[src/rtl/xcalc_pkg.sv]
// Shared sizes, FSM state type and complex sample type for the x_calculate frame sequencer.
package xcalc_pkg;

  localparam int unsigned N           = 16;
  localparam int unsigned NUM_Q       = 16;
  localparam int unsigned H_ELEMS     = 16;
  localparam int unsigned Y_ELEMS     = 8;
  localparam int unsigned TIMEOUT_CYC = 1024;

  localparam int unsigned Q_W  = $clog2(NUM_Q);
  localparam int unsigned K_W  = $clog2(H_ELEMS);
  localparam int unsigned YK_W = $clog2(Y_ELEMS);
  localparam int unsigned HP_W = $clog2(H_ELEMS + 1);
  localparam int unsigned YP_W = $clog2(Y_ELEMS + 1);
  localparam int unsigned TO_W = $clog2(TIMEOUT_CYC + 1);

  typedef enum logic [2:0] {
    S_IDLE,
    S_START,
    S_STREAM,
    S_WAIT_DONE,
    S_EMIT,
    S_FINISH
  } xc_state_t;

  typedef struct packed {
    logic [N-1:0] r;
    logic [N-1:0] i;
  } cplx_t;

endpackage

[src/rtl/xcalc_sample_buf.sv]
// H (H_ELEMS) and Y (Y_ELEMS) sample register file with auto-incrementing,
// non-wrapping write pointers and a shared replay address.
module xcalc_sample_buf
  import xcalc_pkg::*;
(
  input  logic           clk,
  input  logic           rst,
  input  logic           wr_en,
  input  logic           clear,
  input  logic           h_wr_valid,
  input  cplx_t          h_wr_data,
  input  logic           y_wr_valid,
  input  cplx_t          y_wr_data,
  input  logic [K_W-1:0] rd_k,
  output cplx_t          h_rd,
  output cplx_t          y_rd,
  output logic           h_full,
  output logic           y_full
);

  cplx_t            h_mem [H_ELEMS];
  cplx_t            y_mem [Y_ELEMS];
  logic [HP_W-1:0]  h_ptr;
  logic [YP_W-1:0]  y_ptr;

  assign h_full = (h_ptr == HP_W'(H_ELEMS));
  assign y_full = (y_ptr == YP_W'(Y_ELEMS));

  always_ff @(posedge clk or negedge rst) begin
    if (!rst) begin
      h_ptr <= '0;
      y_ptr <= '0;
      for (int unsigned e = 0; e < H_ELEMS; e++) h_mem[e] <= '0;
      for (int unsigned e = 0; e < Y_ELEMS; e++) y_mem[e] <= '0;
    end else if (clear) begin
      h_ptr <= '0;
      y_ptr <= '0;
    end else if (wr_en) begin
      if (h_wr_valid && !h_full) begin
        h_mem[h_ptr[K_W-1:0]] <= h_wr_data;
        h_ptr                 <= h_ptr + 1'b1;
      end
      if (y_wr_valid && !y_full) begin
        y_mem[y_ptr[YK_W-1:0]] <= y_wr_data;
        y_ptr                  <= y_ptr + 1'b1;
      end
    end
  end

  // Y replay is shorter than H; beyond its end the stream reads as zero.
  assign h_rd = h_mem[rd_k];
  assign y_rd = (rd_k < K_W'(Y_ELEMS)) ? y_mem[rd_k[YK_W-1:0]] : '0;

endmodule

[src/rtl/xcalc_scheduler.sv]
// Frame sequencer: buffers H/Y, sweeps q over x_calculate and hands results downstream.
// Optional q_done watchdog with sticky timeout_err when XSCHED_TIMEOUT_EN is defined.
module xcalc_scheduler
  import xcalc_pkg::*;
(
  input  logic           clk,
  input  logic           rst,
  input  logic           h_wr_valid,
  input  logic [N-1:0]   h_wr_r,
  input  logic [N-1:0]   h_wr_i,
  input  logic           y_wr_valid,
  input  logic [N-1:0]   y_wr_r,
  input  logic [N-1:0]   y_wr_i,
  input  logic           start,
  output logic           buf_full,
  output logic           busy,
  output logic           frame_done,
  output logic           xc_start_new_q,
  output logic [3:0]     xc_q_index,
  output logic           xc_H_in_valid,
  output logic [N-1:0]   xc_H_in_r,
  output logic [N-1:0]   xc_H_in_i,
  output logic           xc_Y_in_valid,
  output logic [N-1:0]   xc_Y_in_r,
  output logic [N-1:0]   xc_Y_in_i,
  input  logic           xc_q_done,
  input  logic [N-1:0]   xc_xI1,
  input  logic [N-1:0]   xc_xQ1,
  input  logic [N-1:0]   xc_xI2,
  input  logic [N-1:0]   xc_xQ2,
`ifdef XSCHED_TIMEOUT_EN
  output logic           timeout_err,
`endif
  output logic           res_valid,
  input  logic           res_ready,
  output logic [3:0]     res_q_index,
  output logic [N-1:0]   res_xI1,
  output logic [N-1:0]   res_xQ1,
  output logic [N-1:0]   res_xI2,
  output logic [N-1:0]   res_xQ2
);

  xc_state_t      state, state_nxt;
  logic [Q_W-1:0] q;
  logic [K_W-1:0] k;
  logic           done_sticky;
  logic           capture, advance, clear_buf;
  logic           h_full, y_full;
  logic           last_q;
  cplx_t          h_rd, y_rd;

`ifdef XSCHED_TIMEOUT_EN
  logic [TO_W-1:0] to_cnt;
  logic            to_fire;
`endif

  xcalc_sample_buf u_buf (
    .clk        (clk),
    .rst        (rst),
    .wr_en      (state == S_IDLE),
    .clear      (clear_buf),
    .h_wr_valid (h_wr_valid),
    .h_wr_data  ({h_wr_r, h_wr_i}),
    .y_wr_valid (y_wr_valid),
    .y_wr_data  ({y_wr_r, y_wr_i}),
    .rd_k       (k),
    .h_rd       (h_rd),
    .y_rd       (y_rd),
    .h_full     (h_full),
    .y_full     (y_full)
  );

  assign buf_full   = h_full && y_full;
  assign busy       = (state != S_IDLE);
  assign xc_q_index = 4'(q);
  assign last_q     = (q == Q_W'(NUM_Q - 1));

  always_ff @(posedge clk or negedge rst) begin
    if (!rst) state <= S_IDLE;
    else      state <= state_nxt;
  end

  always_comb begin
    state_nxt      = state;
    capture        = 1'b0;
    advance        = 1'b0;
    clear_buf      = 1'b0;
    xc_start_new_q = 1'b0;
    xc_H_in_valid  = 1'b0;
    xc_Y_in_valid  = 1'b0;
    res_valid      = 1'b0;
    frame_done     = 1'b0;
`ifdef XSCHED_TIMEOUT_EN
    to_fire        = 1'b0;
`endif
    case (state)
      S_IDLE:  if (start && buf_full) state_nxt = S_START;
      S_START: begin
        xc_start_new_q = 1'b1;
        state_nxt      = S_STREAM;
      end
      S_STREAM: begin
        xc_H_in_valid = 1'b1;
        xc_Y_in_valid = (k < K_W'(Y_ELEMS));
        if (k == K_W'(H_ELEMS - 1)) state_nxt = S_WAIT_DONE;
      end
      S_WAIT_DONE: begin
        if (xc_q_done || done_sticky) begin
          capture   = 1'b1;
          state_nxt = S_EMIT;
        end
`ifdef XSCHED_TIMEOUT_EN
        // A timed-out q is dropped and the sweep moves on as if it were accepted.
        else if (to_cnt == TO_W'(TIMEOUT_CYC - 1)) begin
          to_fire   = 1'b1;
          advance   = 1'b1;
          state_nxt = last_q ? S_FINISH : S_START;
        end
`endif
      end
      S_EMIT: begin
        res_valid = 1'b1;
        if (res_ready) begin
          advance   = 1'b1;
          state_nxt = last_q ? S_FINISH : S_START;
        end
      end
      S_FINISH: begin
        frame_done = 1'b1;
        clear_buf  = 1'b1;
        state_nxt  = S_IDLE;
      end
      default: state_nxt = S_IDLE;
    endcase
  end

  always_ff @(posedge clk or negedge rst) begin
    if (!rst) begin
      q           <= '0;
      k           <= '0;
      done_sticky <= 1'b0;
      res_q_index <= '0;
      res_xI1     <= '0;
      res_xQ1     <= '0;
      res_xI2     <= '0;
      res_xQ2     <= '0;
    end else begin
      if (state == S_STREAM) k <= (k == K_W'(H_ELEMS - 1)) ? '0 : k + 1'b1;
      else                   k <= '0;

      // q_done may arrive while H/Y are still streaming; hold it for WAIT_DONE.
      if (state == S_START)                 done_sticky <= 1'b0;
      else if (state != S_IDLE && xc_q_done) done_sticky <= 1'b1;

      if (state == S_FINISH) q <= '0;
      else if (advance)      q <= last_q ? '0 : q + 1'b1;

      if (capture) begin
        res_q_index <= 4'(q);
        res_xI1     <= xc_xI1;
        res_xQ1     <= xc_xQ1;
        res_xI2     <= xc_xI2;
        res_xQ2     <= xc_xQ2;
      end
    end
  end

  always_comb begin
    xc_H_in_r = '0;
    xc_H_in_i = '0;
    xc_Y_in_r = '0;
    xc_Y_in_i = '0;
    if (xc_H_in_valid) begin
      xc_H_in_r = h_rd.r;
      xc_H_in_i = h_rd.i;
    end
    if (xc_Y_in_valid) begin
      xc_Y_in_r = y_rd.r;
      xc_Y_in_i = y_rd.i;
    end
  end

`ifdef XSCHED_TIMEOUT_EN
  always_ff @(posedge clk or negedge rst) begin
    if (!rst) begin
      to_cnt      <= '0;
      timeout_err <= 1'b0;
    end else begin
      if (state == S_START)          to_cnt <= '0;
      else if (state == S_WAIT_DONE) to_cnt <= to_cnt + 1'b1;
      if (to_fire) timeout_err <= 1'b1;
    end
  end
`endif

endmodule
[config.mk]
export PLATFORM = sky130hd
export DESIGN_NAME = xcalc_scheduler
export DESIGN_NICKNAME = d
export VERILOG_FILES = /design/src/rtl/xcalc_pkg.sv /design/src/rtl/xcalc_sample_buf.sv /design/src/rtl/xcalc_scheduler.sv
export SDC_FILE = /design/constraint.sdc
export NUM_CORES = 1
export LEC_CHECK = 0
export CAP_MARGIN = 30
export CORE_AREA = 2 2 257 259
export CTS_CLUSTER_SIZE = 14
export DETAILED_ROUTE_END_ITERATION = 16
export DIE_AREA = 0 0 259 261
export GPL_TIMING_DRIVEN = 0
export MAX_ROUTING_LAYER = met4
export PLACE_DENSITY = 0.85
export SKIP_CTS_REPAIR_TIMING = 1
export SYNTH_ARGS = -nofsm -noshare
export SYNTH_HDL_FRONTEND = slang
export SYNTH_SLANG_ARGS = --single-unit
[constraint.sdc]
create_clock -name clk -period 3.5 [get_ports clk]
set_input_delay 0.875 -clock clk [delete_from_list [all_inputs] [get_ports clk]]
set_output_delay 0.875 -clock clk [all_outputs]
set_load 0.05 [all_outputs]
==> impl_metrics.env <==
export IMPL_finalSetupViolCount=38
export IMPL_clk_pin_slew_ns=0.06
export IMPL_fin_crit_ns=3.65
export IMPL_synthFlopType="dfrtp_1"
export IMPL_drt_wl_total_mm=106
export IMPL_start_util=0.583
export IMPL_criticalPathCategory="reg2out"
export IMPL_critPathCaptureType="output port"
export IMPL_cts_tree="built"
export IMPL_fp_dieW_um=259
export IMPL_grt_pass1_wl_mm=152
export IMPL_drt_vias_per_instance=6.35
export IMPL_fin_cells=3790
export IMPL_r2r_cells=7
export IMPL_die_area_um2=67600
export IMPL_violations="negative setup slack"
export IMPL_h_tree_depth=3
export IMPL_syn_nets=2563
export IMPL_maxSlewViolCount=0
export IMPL_syn_to_final_growth_pct=23.4
export IMPL_worst_endpoint_required_ns=2.62
export IMPL_skew_ns=0.0183
export IMPL_core_um2=65000
export IMPL_ir_worst_vdd_uv=575
export IMPL_overflow=0
export IMPL_place_inst=3573
export IMPL_maxCapViolCount=0
export IMPL_syn_avg_cell_area_um2=15.7
export IMPL_critPathLaunchType="register"
export IMPL_grt_usage=0.309
export IMPL_ys_types=44
export IMPL_hold_path_class="in2async"
export IMPL_layout_setup_ws_ns=-0.150
export IMPL_power_w=0.0393
export IMPL_worstPathMaxFanout=5
export IMPL_dp_hpwl_mm=66.0
export IMPL_pre_cts_slack_ns=-1.46
export IMPL_clkLatencyLatePin_ns=0.64
export IMPL_fmax_ghz=0.274
export IMPL_tightest_slew_ns=1.07
export IMPL_yosysWarnings=0
export IMPL_clk_path_buf_depth=3
export IMPL_status="finished with violations"
export IMPL_post_drt_wl_per_cell_um=27.8
export IMPL_drtIter0Drc=2039
export IMPL_syn_inst=2420
export IMPL_dr_pass1_iters=5
export IMPL_ys_async_sr_fraction=1.00
export IMPL_leakagePower_nw=21.4
export IMPL_ant_nets=0
export IMPL_clock_sinks=857
export IMPL_num_vias=24083
export IMPL_place_gp_congestion=0.891
export IMPL_cts_buffers=86
export IMPL_rows=94
export IMPL_critical_path_arrival_ns=2.78
export IMPL_nFillCells=3822
export IMPL_layout_nets=2994
export IMPL_finalCoreUtilization=0.720
export IMPL_io_buffers=277
export IMPL_relSlewSlack=0.289
export IMPL_synth_edf_count=0
export IMPL_rsz0062_at_grt="yes"
export IMPL_hold_viol=0
export IMPL_grt_max_degree=137
export IMPL_grt_pass1_vias=25530
export IMPL_die_h_um=261
export IMPL_cts_root_buf="clkbuf_16"
export IMPL_drc=0
export IMPL_fin_hold_ws_ns=0.183
export IMPL_synth_area_um2=37900
export IMPL_antenna_found_initial=4
export IMPL_drive_gt1_frac=0.522
export IMPL_power_density_nw_per_um2=840
export IMPL_boundaryPins=278
export IMPL_yosys_register_bits=857
export IMPL_finalCritPeriodShare=1.04
export IMPL_yosysSeqAreaShare=0.565
==> cells by family after synthesis <==
logic type,Yosys count,share of synthesized area
xor+xnor,5,0.00115
flops,857,0.565
buf+inv,202,0.0223
fa+ha+maj,8,0.00264
compound gates,125,0.0218
mux,1031,0.363
simple gates,192,0.0238
==> synthesized netlist by cell type (2+ instances only) <==
| master | n | area (um^2) |
|---|---|---|
| a21oi_1 | 51 | 255 |
| a221o_1 | 4 | 40.0 |
| a22oi_1 | 55 | 413 |
| and2_1 | 2 | 12.5 |
| and3_1 | 3 | 18.8 |
| and3b_1 | 2 | 17.5 |
| buf_1 | 19 | 71.3 |
| buf_2 | 68 | 340 |
| clkbuf_1 | 101 | 379 |
| dfrtp_1 | 857 | 21400 |
| ha_1 | 8 | 100 |
| inv_1 | 12 | 45.0 |
| mux2_2 | 835 | 9400 |
| mux2i_1 | 3 | 30.0 |
| mux4_2 | 192 | 4320 |
| nand2_1 | 101 | 379 |
| nand3_1 | 24 | 120 |
| nand3b_1 | 2 | 15.0 |
| nand4_1 | 3 | 18.8 |
| nand4bb_1 | 3 | 33.8 |
| nor2_1 | 24 | 90.1 |
| nor2b_1 | 7 | 43.8 |
| nor3_1 | 10 | 50.1 |
| nor3b_1 | 3 | 22.5 |
| o211ai_1 | 3 | 22.5 |
| o21ai_0 | 5 | 25.0 |
| o31ai_1 | 3 | 22.5 |
| xnor2_1 | 2 | 17.5 |
| xor2_1 | 3 | 26.3 |
==> final timing paths <==
check                                                   from                      endpoint  slack (ns)
min in group clk                u_buf.h_mem[426]$_DFFE_PN0P_  u_buf.h_mem[426]$_DFFE_PN0P_        0.50
worst min register to register  u_buf.h_mem[426]$_DFFE_PN0P_  u_buf.h_mem[426]$_DFFE_PN0P_        0.50
worst max register to register          state[2]$_DFFE_PN0P_  u_buf.h_mem[263]$_DFFE_PN0P_        0.15
max in group asynchronous                                rst   u_buf.y_mem[29]$_DFFE_PN0P_        0.93
worst min-delay path                                     rst  u_buf.h_mem[376]$_DFFE_PN0P_        0.18
worst max-delay path                    state[2]$_DFFE_PN0P_                 xc_H_in_i[11]       -0.15
==> through the flow <==
stage | area [um^2] | setup TNS (ns)
after floorplan | 37900 | 0
after global placement | 41800 | -
after detailed placement | 42100 | -82.91
after CTS | 44800 | -128.83
after global routing | 46800 | -5.75
final | 46800 | -2.37
==> power breakdown <==
part	total, W	internal (W)	switching [W]
Sequential	0.0149	0.0131	0.00182
Combinational	0.0153	0.00750	0.00776
Clock	0.00915	0.00523	0.00392
==> flip-flops by register name (all words and copies together), names as in the netlist, 5 cells and up <==
name / cells
u_buf.y_mem: 256
u_buf.h_ptr: 5
res_xI2: 16
res_xQ1: 16
res_xI1: 16
res_xQ2: 16
u_buf.h_mem: 512
==> metal layers <==
metal,track usage,vias up,wire length [um]
li1,-,9854,-
met1,0.386,12866,40000
met2,0.496,1066,53500
met3,0.0611,297,7600
met4,0.132,0,4420
met5,-,-,0
==> cell type report <==
cell class / instances / area, um^2 / share of cell area
Clock inverter: 36 / 277 / 0.00591
Tap cell: 864 / 1080 / 0.0231
Sequential cell: 857 / 21400 / 0.458
Clock buffer: 122 / 2510 / 0.0536
Antenna cell: 5 / 12.5 / 0.000267
Multi-Input combinational cell: 1362 / 16100 / 0.343
Buffer: 185 / 1380 / 0.0295
Timing Repair Buffer: 346 / 3970 / 0.0849
Inverter: 13 / 52.6 / 0.00112
==> worst max-delay path, cell delays in order (launching register included) <==
cell and delay, ns:
dfrtp_1 0.43, buf_6 0.15, or4b_4 0.58, nor2_4 0.19, buf_12 0.16, buf_12 0.16, a221o_1 0.26, buf_6 0.19
==> layout by cell type (no fill, tap or decap), types with 21 or more instances in the layout <==
| cell type | instances |
|---|---|
| a21oi_2 | 27 |
| a22oi_2 | 37 |
| buf_12 | 21 |
| buf_2 | 45 |
| buf_4 | 37 |
| buf_6 | 81 |
| clkbuf_1 | 76 |
| clkbuf_16 | 104 |
| clkdlybuf4s50_1 | 206 |
| clkinv_2 | 27 |
| dfrtp_1 | 854 |
| mux2_2 | 835 |
| mux4_2 | 192 |
| nand2_1 | 77 |
| nand2_2 | 24 |
| nand3_1 | 24 |
(Power assumes the default switching activity.)
